<file path="config.mk">
export PLATFORM = sky130hd
export DESIGN_NAME = shift_add_multiplier_8_bit
export DESIGN_NICKNAME = d
export VERILOG_FILES = /design/src/rtl/shift_add_multiplier_8_bit.sv
export SDC_FILE = /design/constraint.sdc
export NUM_CORES = 1
export LEC_CHECK = 0
export CAP_MARGIN = 20
export CORE_ASPECT_RATIO = 0.7
export CORE_MARGIN = 8
export CORE_UTILIZATION = 45
export CTS_CLUSTER_DIAMETER = 50
export DETAILED_ROUTE_END_ITERATION = 8
export PLACE_DENSITY = 0.69
export SYNTH_ARGS = -nofsm -noshare
export SYNTH_HDL_FRONTEND = slang
export SYNTH_HIERARCHICAL = 1
export SYNTH_SLANG_ARGS = --single-unit
</file>
<file path="constraint.sdc">
create_clock -name clk -period 6.9 [get_ports clk]
set_input_delay 1.035 -clock clk [delete_from_list [all_inputs] [get_ports clk]]
set_output_delay 1.035 -clock clk [all_outputs]
set_load 0.01 [all_outputs]
</file>
<file path="src/rtl/shift_add_multiplier_8_bit.sv">
// shift_add_multiplier_8_bit: sequential unsigned 8x8 -> 16 shift-add multiplier around one full_adder_8_bit.
// Define MUL_ZERO_BYPASS_EN to skip the RUN phase when either operand is zero.
module full_adder_8_bit (
  input  logic [7:0] a,
  input  logic [7:0] b,
  input  logic       c_in,
  output logic [7:0] s,
  output logic       c_out
);
  logic [8:0] c;
  assign c[0] = c_in;
  for (genvar i = 0; i < 8; i++) begin : g_bit
    assign s[i]   = a[i] ^ b[i] ^ c[i];
    assign c[i+1] = (a[i] & b[i]) | (c[i] & (a[i] ^ b[i]));
  end
  assign c_out = c[8];
endmodule

module shift_add_multiplier_8_bit (
  input  logic        clk,
  input  logic        reset_n,
  input  logic        start,
  input  logic [7:0]  a,
  input  logic [7:0]  b,
  output logic        busy,
  output logic        done,
  output logic [15:0] p
);
  typedef enum logic [1:0] {IDLE, RUN, DONE} state_t;
  state_t state, state_nxt;
  logic [7:0] m, acc, q, sum;
  logic [3:0] cnt;
  logic       c, zero;
  full_adder_8_bit u_add (
    .a(acc),
    .b(q[0] ? m : 8'h00),
    .c_in(1'b0),
    .s(sum),
    .c_out(c)
  );
`ifdef MUL_ZERO_BYPASS_EN
  assign zero = (a == 8'h00) || (b == 8'h00);
`else
  assign zero = 1'b0;
`endif
  assign busy = state == RUN;
  assign done = state == DONE;
  always_ff @(posedge clk or negedge reset_n)
    if (!reset_n) state <= IDLE;
    else state <= state_nxt;
  always_comb
    state_nxt = state == IDLE ? (start ? (zero ? DONE : RUN) : IDLE)
              : state == RUN  ? (cnt == 4'd7 ? DONE : RUN)
              : IDLE;
  // The adder carry becomes acc[7]; sum[0] drops into the top of q as the low product bits.
  always_ff @(posedge clk or negedge reset_n)
    if (!reset_n) begin
      m   <= 8'h00;
      acc <= 8'h00;
      q   <= 8'h00;
      cnt <= 4'd0;
      p   <= 16'h0000;
    end else if (state == IDLE && start) begin
      m   <= a;
      q   <= b;
      acc <= 8'h00;
      cnt <= 4'd0;
      if (zero) p <= 16'h0000;
    end else if (state == RUN) begin
      acc <= {c, sum[7:1]};
      q   <= {sum[0], q[7:1]};
      cnt <= cnt + 4'd1;
      if (cnt == 4'd7) p <= {c, sum[7:1], sum[0], q[7:1]};
    end
endmodule
</file>
==> results of run 1 <==
## cell families after synthesis
family,share of synthesized area [%]
AO/OA/AOI/OAI,11.2
adder cells (fa/ha/maj),7.90
buffers and inverters,4.07
flip-flops,52.7
multiplexers,14.9
other,0.172
AND/OR/NAND/NOR,9.05
## cell type report
cell class / instances / area, um2
fill: 376 / 2050
sequential: 46 / 1150
multi-input combinational: 100 / 945
timing repair buffer: 37 / 375
clock buffer: 7 / 86.3
tap: 57 / 71.3
inverter: 11 / 41.3
clock inverter: 1 / 5.00
## sequential cells by signal, summed over array words and instances (netlist names)
register and cells:
acc 8, cnt 4, p 16, q 8, m 8, state 2
## cells in the final DEF, fill, tap and decap left out, drive strengths merged, types with 2 or more instances in the layout
master and n:
buf 2, mux2 25, nand2b 2, a22o 10
and2b 7, and2 8, o21ai 9, a22oi 8
fa 8, nor2 2, dfrtp 46, clkbuf 7
nor2b 3, a21oi 9, nand2 2, clkdlybuf4s50 35
inv 10, clkinv 2
## metal layers
metal / wire length, um / vias to the layer above / track usage (%)
met5: 0 / - / 0
met4: 78 / 0 / 7.01
met3: 157 / 4 / 2.90
met2: 2060 / 21 / 20.8
met1: 1910 / 703 / 15.4
li1: - / 640 / -
## path summary, 6_finish.rpt
kind	startpoint	to	slack, ps	cells past startpoint
max	q[0]$_DFFE_PN0P_	p[14]$_DFFE_PN0P_	2880	14
min	p[0]$_DFFE_PN0P_	p[0]$_DFFE_PN0P_	510	1
max reg2reg	q[0]$_DFFE_PN0P_	p[14]$_DFFE_PN0P_	2880	14
min reg2reg	p[0]$_DFFE_PN0P_	p[0]$_DFFE_PN0P_	510	1
max in group asynchronous	reset_n	q[1]$_DFFE_PN0P_	5820	2
min in group asynchronous	reset_n	m[5]$_DFFE_PN0P_	610	1
## metrics by stage
step,cells,total power [mW]
detailed placement,250,1.01
CTS,258,1.18
finish,259,1.17
global route,259,1.26
global placement,250,0.981
floorplan,164,0.820
## power groups by stage
| stage | logic (mW) | registers (mW) | clock network [mW] |
|---|---|---|---|
| 2_1_floorplan | 0.330 | 0.489 | 0 |
| 3_3_place_gp | 0.486 | 0.495 | 0 |
| 3_5_place_dp | 0.505 | 0.502 | 0 |
| 4_1_cts | 0.505 | 0.499 | 0.173 |
| 5_1_grt | 0.553 | 0.518 | 0.186 |
| 6_report | 0.498 | 0.498 | 0.169 |
==> results.py, run 1 <==
metrics = {
    "critical_path": {
        "critPathArrivalTime_ps": 4260,
        "path_cells": "and2_1, fa_1, inv_1, fa_1, inv_1, fa_1, fa_1, fa_1, fa_1, fa_1, inv_1, fa_1, inv_1, mux2_4",
        "start_kind": "flip-flop",
        "crit_slowest_cell": "dfrtp_1",
        "critPathBufInv": 4,
        "worst_path_largest_cell_delay_ps": 490,
        "required_ps": 7140,
        "cp_max_fo": 10,
        "cp-end-kind": "flip-flop",
        "cpLargestDelayFamily": "adder cells",
        "critPathKind": "reg -> reg",
        "critPathMostFrequentCell": "fa_1",
    },
    "cells_and_area": {
        "finalNetCount": 229,
        "area_delta_synth_final_pct": 22.5,
        "diodes": 0,
        "postLayoutCoreUtil_pct": 56.6,
        "fin_area_um2": 2680,
        "drive_gt1_share_pct": 18.3,
    },
    "placement": {
        "dp_hpwl_mm": 2.98,
        "port_buffers": 36,
        "place.gp.congestion": 0.763,
        "postPlaceCellArea_um2": 2560,
        "dpl_worst_slack_ps": 2910,
    },
    "sta": {
        "clock.fmax_mhz": 249,
        "timing.hold.ws_ps": 514,
        "worst_slew_pin_slew_ps": 1060,
        "rsz0062_at_grt": "no",
        "period_share_pct": 58.3,
        "fin_crit_ps": 4020,
        "hold_viol": 0,
        "finalMaxSlewViolations": 0,
        "fin_ws_ps": 2880,
        "finalSetupTns_ps": 0,
        "finalSetupViolations": 0,
        "slew_headroom_pct": 29.5,
        "finClkSkew_ps": 8.64,
    },
    "hold_path": {
        "hp-class": "reg -> reg",
    },
    "power": {
        "powerDensity_nw_per_um2": 436,
        "p_seq_share_pct": 42.7,
        "leakagePower_nw": 1.21,
        "pwr-share-clk_pct": 14.5,
        "power_switching_mw": 0.397,
        "ir_drop_mv": 0.176,
        "combPwrFrac_pct": 42.7,
        "p_sw_share_pct": 34.1,
        "p_int_mw": 0.768,
    },
    "clocking": {
        "cts_root_buf": "clkbuf_8",
        "cts_sinks": 46,
        "cts_resized": 0,
        "cts-hold-fix-buffers": 0,
        "cts_setup_buffers": 0,
        "cts_max_level": 2,
        "clk_path_buf_depth": 2,
        "cts_tree": "yes",
        "cts_buffers": 5,
        "clk_pin_slew_ps": 80,
        "clock_latency_ps": 300,
    },
    "logic_synthesis": {
        "yosysTopAreaCellShare_pct": 52.7,
        "yosys_warnings": 6,
        "ys_seq_elements": 46,
        "synth_edf_count": 0,
        "synth_cells": 164,
        "yosysSeqAreaShare_pct": 52.7,
        "synth_fp_nets": 192,
        "synthTopCellsByArea": "dfrtp_1 (53%), mux2_2 (8.2%), fa_1 (7.3%), mux2_4 (6.2%), a22o_1 (4.0%)",
        "yosysMostFrequentCell": "dfrtp_1",
        "ys_top_cells_by_count": "dfrtp_1 (46), mux2_2 (16), a22o_1 (10), inv_1 (10)",
        "synth_ff_type": "dfrtp_1",
        "syn_area_um2": 2180,
        "ys_types": 27,
        "synth_area_per_cell_um2": 13.3,
        "async_flop_share_pct": 100,
        "synth_area_leader_cell": "dfrtp_1",
    },
    "routing": {
        "via_per_inst": 5.28,
        "drt_iter0_drc": 78,
        "ant_nets": 0,
        "drt-total-wl_mm": 4.21,
        "dr.pass1.iters": 4,
        "routedWlPerCell_um": 16.2,
        "drc_errors": 0,
        "num_vias": 1368,
    },
    "run": {
        "maxCapViolCount": 0,
    },
    "floorplan": {
        "die-height_um": 74.3,
        "ios": 37,
        "initial_core_util_pct": 46.2,
        "die_w_um": 99.3,
        "core-area_um2": 4730,
        "dieArea_um2": 7380,
        "rows": 21,
    },
    "global_route": {
        "grt_max_degree": 47,
        "overflow": 0,
        "grt_pass1_vias": 1475,
        "groute.usage.overall_pct": 12.7,
        "antenna_found_initial": 0,
        "grt_pass1_wl_mm": 7.25,
    },
    "status": {
        "run_status": "complete, no violations",
    },
}
Note: power is estimated with default switching activity, not from simulation.
==> run 2: changes to the inputs <==
==> constraint.sdc (replaced) <==
create_clock -name clk -period 4.2 [get_ports clk]
set_input_delay 0.63 -clock clk [delete_from_list [all_inputs] [get_ports clk]]
set_output_delay 0.63 -clock clk [all_outputs]
set_load 0.01 [all_outputs]
==> run 2 against run 1 <==
Effect of this change: largest power group is now combinational logic; worst hold slack got worse by 370 ps; total power rose by 62%; non-clock buffer count is 1 higher; highest routed layer unchanged; wire length decreased by 0.67%.
==> results.py, run 2 (synthesis gave the netlist of run 1 again) <==
metrics = {
    "floorplan": {
        "initial_core_util_pct": 46.2,
        "ios": 37,
        "dieArea_um2": 7380,
        "rows": 21,
        "core-area_um2": 4730,
        "die-height_um": 74.3,
        "die_w_um": 99.3,
    },
    "critical_path": {
        "r2r_end": "p[14]$_DFFE_PN0P_",
        "worst_path_largest_cell_delay_ps": 410,
        "critPathKind": "reg -> reg",
        "cp-end-kind": "flip-flop",
        "r2r-start": "m[0]$_DFFE_PN0P_",
        "cp_max_fo": 2,
        "start_kind": "flip-flop",
        "crit_slowest_cell": "fa_1",
        "path_cells": "and2_1, fa_1, inv_1, fa_1, inv_1, fa_1, fa_1, fa_1, fa_1, fa_1, inv_1, fa_1, inv_1, mux2_4",
        "required_ps": 4440,
        "critPathArrivalTime_ps": 4130,
        "r2r_slack_ps": 310,
        "critPathMostFrequentCell": "fa_1",
        "ff2ff_path_depth": 14,
    },
    "sta": {
        "slew_headroom_pct": 31.7,
        "finalSetupViolations": 0,
        "timing.hold.ws_ps": 141,
        "fin_crit_ps": 3890,
        "clock.fmax_mhz": 257,
        "worst_slew_pin_slew_ps": 1020,
        "hold_viol": 0,
        "period_share_pct": 92.6,
        "finalSetupTns_ps": 0,
        "finClkSkew_ps": 4.03,
        "rsz0062_at_grt": "no",
        "fin_ws_ps": 309,
        "finalMaxSlewViolations": 0,
    },
    "cells_and_area": {
        "final_cell_mix": "dfrtp_1 (46), clkdlybuf4s50_1 (35), mux2_2 (16)",
        "layout_commonest_cell": "dfrtp_1",
        "area_delta_synth_final_pct": 22.1,
        "diodes": 0,
        "fin_cells": 259,
        "top_register": "p",
        "drive_gt1_share_pct": 17.8,
        "postLayoutCoreUtil_pct": 56.4,
        "largest_reg_flops": 16,
        "finalNetCount": 230,
    },
    "status": {
        "run_status": "complete, no violations",
    },
    "placement": {
        "port_buffers": 36,
        "dp_hpwl_mm": 2.94,
        "dpl_worst_slack_ps": 323,
        "numPlacedInstances": 251,
        "place.gp.congestion": 0.756,
    },
    "global_route": {
        "groute.usage.overall_pct": 12.5,
        "overflow": 0,
        "antenna_found_initial": 0,
        "grt_pass1_vias": 1515,
        "grt_pass1_wl_mm": 7.22,
        "grt_max_degree": 47,
    },
    "clocking": {
        "cts_root_buf": "clkbuf_8",
        "cts_setup_buffers": 0,
        "clock_latency_ps": 290,
        "clk_path_buf_depth": 2,
        "cts_tree": "yes",
        "cts_max_level": 2,
        "cts_resized": 0,
        "cts_buffers": 5,
        "cts_sinks": 46,
        "cts-hold-fix-buffers": 0,
        "clk_pin_slew_ps": 80,
    },
    "routing": {
        "drt_iter0_drc": 64,
        "routedWlPerCell_um": 16.1,
        "drt-total-wl_mm": 4.18,
        "drc_errors": 0,
        "ant_nets": 0,
        "num_vias": 1380,
        "dr.pass1.iters": 4,
        "via_per_inst": 5.33,
    },
    "run": {
        "maxCapViolCount": 0,
    },
    "hold_path": {
        "hp-class": "in -> async",
    },
    "power": {
        "powerDensity_nw_per_um2": 708,
        "ir_drop_mv": 0.277,
        "combPwrFrac_pct": 44.0,
        "power_switching_mw": 0.638,
        "p_seq_share_pct": 42.5,
        "p_sw_share_pct": 33.8,
        "pwr-share-clk_pct": 13.4,
        "leakagePower_nw": 1.21,
        "p_int_mw": 1.25,
    },
}
## run 2: cell count changes in the layout (fill, tap and decap cells not counted), sizes merged
| cell | previous run | this run |
|---|---|---|
| clkinv | 2 | 1 |
| buf | 2 | 3 |
## run 2: per-layer routing
metal  vias up  share of wire [%]  track usage, %
met5         -                  0               0
li1        643                  -               -
met2        22                 49            21.1
met3         8                3.4            2.99
met1       707                 45            14.8
met4         0                2.0            6.18
## run 2: power groups by stage
stage / Clock [mW] / Sequential, mW / Combinational [mW]
2_1_floorplan: 0 / 0.804 / 0.543
3_3_place_gp: 0 / 0.800 / 0.814
3_5_place_dp: 0 / 0.814 / 0.841
4_1_cts: 0.262 / 0.806 / 0.845
5_1_grt: 0.278 / 0.838 / 0.924
6_report: 0.253 / 0.803 / 0.832
## run 2: worst max-delay path by stage
| stage | start | end | slack [ps] | depth (start not counted) |
|---|---|---|---|---|
| final | m[0]$_DFFE_PN0P_ | p[14]$_DFFE_PN0P_ | 310 | 14 |
| after global routing | m[0]$_DFFE_PN0P_ | p[14]$_DFFE_PN0P_ | 140 | 14 |
| after CTS | m[0]$_DFFE_PN0P_ | p[14]$_DFFE_PN0P_ | 300 | 14 |
| after detailed placement | m[0]$_DFFE_PN0P_ | p[14]$_DFFE_PN0P_ | 320 | 14 |
| after global placement | m[0]$_DFFE_PN0P_ | p[14]$_DFFE_PN0P_ | 420 | 14 |
| after floorplan | q[0]$_DFFE_PN0P_ | p[14]$_DFFE_PN0P_ | 420 | 14 |
## run 2: metrics by stage
stage,cell area [um2],power [mW]
detailed placement,2570,1.66
global route,2670,2.04
floorplan,2180,1.35
global placement,2570,1.61
finish,2670,1.89
CTS,2650,1.91
## run 2: area by class of cell
cell class / instances / area (um2)
clock buffers: 7 / 76.3
fillers: 399 / 2060
inverters: 11 / 41.3
multi-input cells: 100 / 945
flip-flops and latches: 46 / 1150
well taps: 57 / 71.3
repair buffers: 38 / 383
## run 2: critical path, delay by kind of cell, from the launching register on
family	cells	cell delay [ps]
buffers and inverters	4	280
AND/OR/NAND/NOR	1	170
flip-flops	1	370
adder cells (fa/ha/maj)	8	2870
multiplexers	1	130
